### src/rtl/dual_issue_scheduler_pkg.sv
// Shared types and constants for the dual-issue scheduler slice.
package dual_issue_scheduler_pkg;

  // Issue FSM: PAIR issues both slots together, SPLIT has slot 2 still pending
  typedef enum logic {
    PAIR  = 1'b0,
    SPLIT = 1'b1
  } sched_state_e;

  typedef logic [4:0] reg_idx_t;

  localparam reg_idx_t REG_ZERO       = 5'd0;
  localparam int       MD_LAT_DEFAULT = 32;

  // True when an instruction with sources rs/rt consumes register r (r0 never creates a hazard)
  function automatic logic reads_reg(input reg_idx_t rs, input reg_idx_t rt, input reg_idx_t r);
    return (r != REG_ZERO) && ((rs == r) || (rt == r));
  endfunction

endpackage

### src/rtl/dual_issue_scheduler_md_busy_counter.sv
// Occupancy counter for the single shared mult/div unit.
module md_busy_counter #(
  parameter int MD_LAT = 32,
  parameter int CNT_W  = 6
) (
  input  logic clock,
  input  logic reset_n,
  input  logic load,
  output logic busy
);

  localparam logic [CNT_W-1:0] LAT_VAL = CNT_W'(MD_LAT);
  localparam logic [CNT_W-1:0] ONE     = CNT_W'(1);

  logic [CNT_W-1:0] count_q;
  logic [CNT_W-1:0] count_d;

  // Reload on a new mult/div, otherwise count down to zero and hold
  always_comb begin
    count_d = count_q;
    if (load) begin
      count_d = LAT_VAL;
    end else if (count_q != '0) begin
      count_d = count_q - ONE;
    end
  end

  // Counter register, cleared immediately by reset
  always_ff @(posedge clock or negedge reset_n) begin
    if (!reset_n) begin
      count_q <= '0;
    end else begin
      count_q <= count_d;
    end
  end

  assign busy = (count_q != '0);

  // A second mult/div must never start while the unit is still occupied
  md_start_while_busy : assert property (@(posedge clock) disable iff (!reset_n) !(load && busy));

endmodule

### src/rtl/dual_issue_scheduler.sv
// Issue controller at the FD->DX boundary of the 2-wide pipeline.
module dual_issue_scheduler
  import dual_issue_scheduler_pkg::*;
#(
  parameter int MD_LAT = MD_LAT_DEFAULT,
  parameter int CNT_W  = 6
) (
  input  logic     clock,
  input  logic     reset_n,
  input  logic     fd_valid,
  input  reg_idx_t fd_rs_1,
  input  reg_idx_t fd_rs_2,
  input  reg_idx_t fd_rt_1,
  input  reg_idx_t fd_rt_2,
  input  reg_idx_t fd_rd_1,
  input  reg_idx_t fd_rd_2,
  input  logic     fd_regWrite_1,
  input  logic     fd_regWrite_2,
  input  logic     fd_ctrl_1,
  input  logic     fd_md_1,
  input  logic     fd_md_2,
  input  logic     DX_MemToReg_1,
  input  logic     DX_MemToReg_2,
  input  reg_idx_t DX_rd_1,
  input  reg_idx_t DX_rd_2,
  input  logic     md_start,
  input  reg_idx_t md_rd,
  input  logic     flush,
  output logic     stall_F,
  output logic     issue_1,
  output logic     issue_2,
  output logic     md_busy,
  output logic     split_st
);

  sched_state_e state_q;
  sched_state_e state_d;

  logic lu_1, lu_2, mdb_1, mdb_2, wr_1, conf, haz_1, haz_2;

  md_busy_counter #(
    .MD_LAT (MD_LAT),
    .CNT_W  (CNT_W)
  ) u_md_busy_counter (
    .clock   (clock),
    .reset_n (reset_n),
    .load    (md_start),
    .busy    (md_busy)
  );

  assign lu_1 = (DX_MemToReg_1 && reads_reg(fd_rs_1, fd_rt_1, DX_rd_1)) ||
                (DX_MemToReg_2 && reads_reg(fd_rs_1, fd_rt_1, DX_rd_2));
  assign lu_2 = (DX_MemToReg_1 && reads_reg(fd_rs_2, fd_rt_2, DX_rd_1)) ||
                (DX_MemToReg_2 && reads_reg(fd_rs_2, fd_rt_2, DX_rd_2));

  assign mdb_1 = md_busy && (fd_md_1 || reads_reg(fd_rs_1, fd_rt_1, md_rd));
  assign mdb_2 = md_busy && (fd_md_2 || reads_reg(fd_rs_2, fd_rt_2, md_rd));

  assign wr_1 = fd_regWrite_1 && (fd_rd_1 != REG_ZERO);
  assign conf = (wr_1 && ((fd_rd_1 == fd_rs_2) || (fd_rd_1 == fd_rt_2) ||
                          (fd_regWrite_2 && (fd_rd_1 == fd_rd_2)))) ||
                fd_ctrl_1 || (fd_md_1 && fd_md_2);

  assign haz_1 = lu_1 || mdb_1;
  assign haz_2 = lu_2 || mdb_2;

  // Issue decision for this cycle and the FSM's next state
  always_comb begin
    state_d = state_q;
    stall_F = 1'b0;
    issue_1 = 1'b0;
    issue_2 = 1'b0;
    if (flush || !fd_valid) begin
      state_d = PAIR;
    end else if (state_q == PAIR) begin
      if (haz_1) begin
        stall_F = 1'b1;
      end else if (conf || haz_2) begin
        issue_1 = 1'b1;
        stall_F = 1'b1;
        state_d = SPLIT;
      end else begin
        issue_1 = 1'b1;
        issue_2 = 1'b1;
      end
    end else begin
      if (haz_2) begin
        stall_F = 1'b1;
      end else begin
        issue_2 = 1'b1;
        state_d = PAIR;
      end
    end
  end

  // FSM state register, forced back to PAIR by reset
  always_ff @(posedge clock or negedge reset_n) begin
    if (!reset_n) begin
      state_q <= PAIR;
    end else begin
      state_q <= state_d;
    end
  end

  assign split_st = (state_q == SPLIT);

endmodule

### config.mk
export PLATFORM = sky130hd
export DESIGN_NAME = dual_issue_scheduler
export DESIGN_NICKNAME = d
export VERILOG_FILES = /design/src/rtl/dual_issue_scheduler_pkg.sv /design/src/rtl/dual_issue_scheduler_md_busy_counter.sv /design/src/rtl/dual_issue_scheduler.sv
export SDC_FILE = /design/constraint.sdc
export NUM_CORES = 1
export LEC_CHECK = 0
export ABC_AREA = 0
export BUFFER_PORTS_ARGS = -buffer_cell sky130_fd_sc_hd__buf_2
export CAP_MARGIN = 25
export CELL_PAD_IN_SITES_DETAIL_PLACEMENT = 0
export CELL_PAD_IN_SITES_GLOBAL_PLACEMENT = 1
export CORE_MARGIN = 5
export CORE_UTILIZATION = 33
export CTS_CLUSTER_DIAMETER = 100
export DETAILED_ROUTE_END_ITERATION = 10
export PLACE_DENSITY = 0.81
export SLEW_MARGIN = 40
export SYNTH_ARGS = -nofsm -noshare
export SYNTH_HDL_FRONTEND = slang
export SYNTH_SLANG_ARGS = --single-unit
### constraint.sdc
create_clock -name clock -period 2.61 [get_ports clock]
set_clock_uncertainty 0.05 [all_clocks]
set_input_delay 0.261 -clock clock [delete_from_list [all_inputs] [get_ports clock]]
set_output_delay 0.261 -clock clock [all_outputs]
set_load 0.01 [all_outputs]
==> flow_metrics.tcl <==
set metrics [dict create \
    avgViaCountPerCell 4.829 \
    max-vdd-ir-drop_v 0.0002280 \
    htree_levels 1 \
    die_w_um 75.28 \
    clk_pin_slew_ns 0.04 \
    synth_edf_count 0 \
    worstPathMaxFanout 5 \
    synth_ff_type "dfrtp_1" \
    cts_setup_buffers 0 \
    dieArea_sq_um 5667 \
    setup_viol 0 \
    hold_viol 0 \
    overflow 0 \
    power.density_nw_per_um2 419.4 \
    status "completed" \
    p_total_uw 738.3 \
    drtIter0Drc 23 \
    cap_violations 0 \
    cts_max_path_buffers 2 \
    grt_pass1_vias 1375 \
    period_share_pct 88.60 \
    final_nets 291 \
    r2r_slack_ns 0.86 \
    cp_data_arrival_time_ns 2.00 \
    drive_above_1_share_pct 29.87 \
    coreArea_sq_um 4058 \
    tightest_slew_ns 0.3310 \
    syn_area_sq_um 1406 \
    cts_hold_repair.buffers 1 \
    avgSynthCellArea_sq_um 7.770 \
    synth_cell_types 33 \
    dp_hpwl_mm 3.346 \
    wl_per_cell_um 13.90 \
    crit_type "primary input to primary output" \
    worstSkewPairLatency_ns 0.23 \
    grt_first_pass_wirelength_mm 6.334 \
    timing.final.crit_period_ns 2.312 \
    cts-buffers-inserted 3 \
    clockRootBuffer "clkbuf_8" \
    vias 1357 \
    yosysWarnings 0 \
    worst_ep_required_time_ns 2.30 \
    syn-num-nets 240 \
    grt_max_degree 8 \
    hold_class "primary input to flip-flop" \
    cts_tree "yes" \
    initial_utilization_pct 34.66 \
    insertedDiodeCount 0 \
    wl_mm 3.906 \
    finalSetupTns_ns 0 \
    io-pin-count 62 \
    route.detailed.drc 0 \
    yosysTopAreaCell "xor2_1" \
    area_growth_pct 25.18 \
    synth_common_cells "xor2_1 (59), xnor2_1 (19), nor2_1 (14)" \
    grt_usage_pct 14.22 \
    relSlewSlack_pct 77.93 \
    ant_nets 0 \
    seq_area_frac_synth_pct 12.46 \
    synthCells 181 \
    portBuffers 61 \
    clock-sinks 7 \
    die_h_um 75.28 \
    synth_seq_cells 7 \
    end_kind "primary output" \
    first_pass_iters 4 \
    fmax_mhz 432.4 \
    antenna_found_initial 0 \
    cts_resized 0 \
    final-max-slew-violation-count 0 \
    p_leak_nw 0.8107 \
    gp_congestion 0.8056 \
    ys_top_cells_by_area "xor2_1 (37%), dfrtp_1 (12%), xnor2_1 (12%), nor3_1 (4.6%), nor2_1 (3.7%)" \
    synth.top_cell.area_share_pct 36.74 \
    yosysMostFrequentCell "xor2_1" \
    ys_async_sr_fraction_pct 100.0 \
    rows 23 \
    critPathLaunchType "primary input" \
    rsz0062_at_grt "false" \
]
layer usage:
metal | share of wire [%] | global-route usage [%] | wire length (um) | vias up
met5 | 0 | 0 | 0 | -
met4 | 0 | 1.165 | 0 | 0
met3 | 6.4 | 2.537 | 249 | 0
met2 | 50 | 25.31 | 1963 | 38
met1 | 43 | 18.55 | 1694 | 615
li1 | - | - | - | 704
cell families after synthesis:
kind of cell,synth area share [%]
buffers and inverters,6.050
XOR/XNOR,48.58
multiplexers,0.7118
flip-flops,12.46
AND/OR/NAND/NOR,19.93
adder cells (fa/ha/maj),1.779
AO/OA/AOI/OAI,10.50
worst paths after layout:
check	from	end	depth (start not counted)
worst max-delay path	md_rd[1]	issue_2	8
worst min-delay path	md_start	u_md_busy_counter.count_q[1]	2
worst max register to register	u_md_busy_counter.count_q[2]	split_st	6
worst min register to register	u_md_busy_counter.count_q[3]	u_md_busy_counter.count_q[3]	2
max in group asynchronous	reset_n	u_md_busy_counter.count_q[1]	2
min in group asynchronous	reset_n	u_md_busy_counter.count_q[4]	2
report_power, final:
part	internal, mW	switching, mW	total, mW
clock network	0.103	0.0490	0.152
registers	0.148	0.0320	0.180
logic	0.194	0.211	0.406
flip-flops by register name, summed over array words and instances (netlist names):
signal,flops
split_st,1
u_md_busy_counter.count_q,6
worst max-delay path: stages:
cell and delay [ns]:
buf_2 0.14, or4_4 0.55, nor2_4 0.13, nor4_1 0.06, or3_1 0.36, a21oi_2 0.18
and4_1 0.19, buf_2 0.12
per-stage QoR:
step	instances	setup slack, ns	hold WS [ns]	util (%)	cell area (sq um)
finish	281	0.2976	0.2292	43.39	1760
global route	281	0.005347	0.2355	43.39	1760
CTS	281	0.2711	0.2382	43.39	1760
detailed placement	276	0.2857	0.05513	42.00	1704
global placement	276	0.3069	0.05412	42.00	1704
floorplan	181	0.4473	-0.08459	-	1406
final cells by class:
class,count,area [sq um]
well taps,50,62.56
repair buffers,62,315.3
clock inverters,1,5.005
inverters,4,15.01
flip-flops and latches,7,175.2
multi-input cells,154,1146
fillers,422,2297
clock buffers,3,41.29
cell usage in the layout (no fill, tap or decap), types with 4 or more instances in the layout:
cell type   n
buf_2      61
xnor2_1    19
nand3_1     8
a22oi_1     4
inv_1       4
nor4_1      6
xor2_1     59
nor3_1     13
dfrtp_1     7
nor2_1     14
No activity file was read; power rests on OpenSTA's default activity.
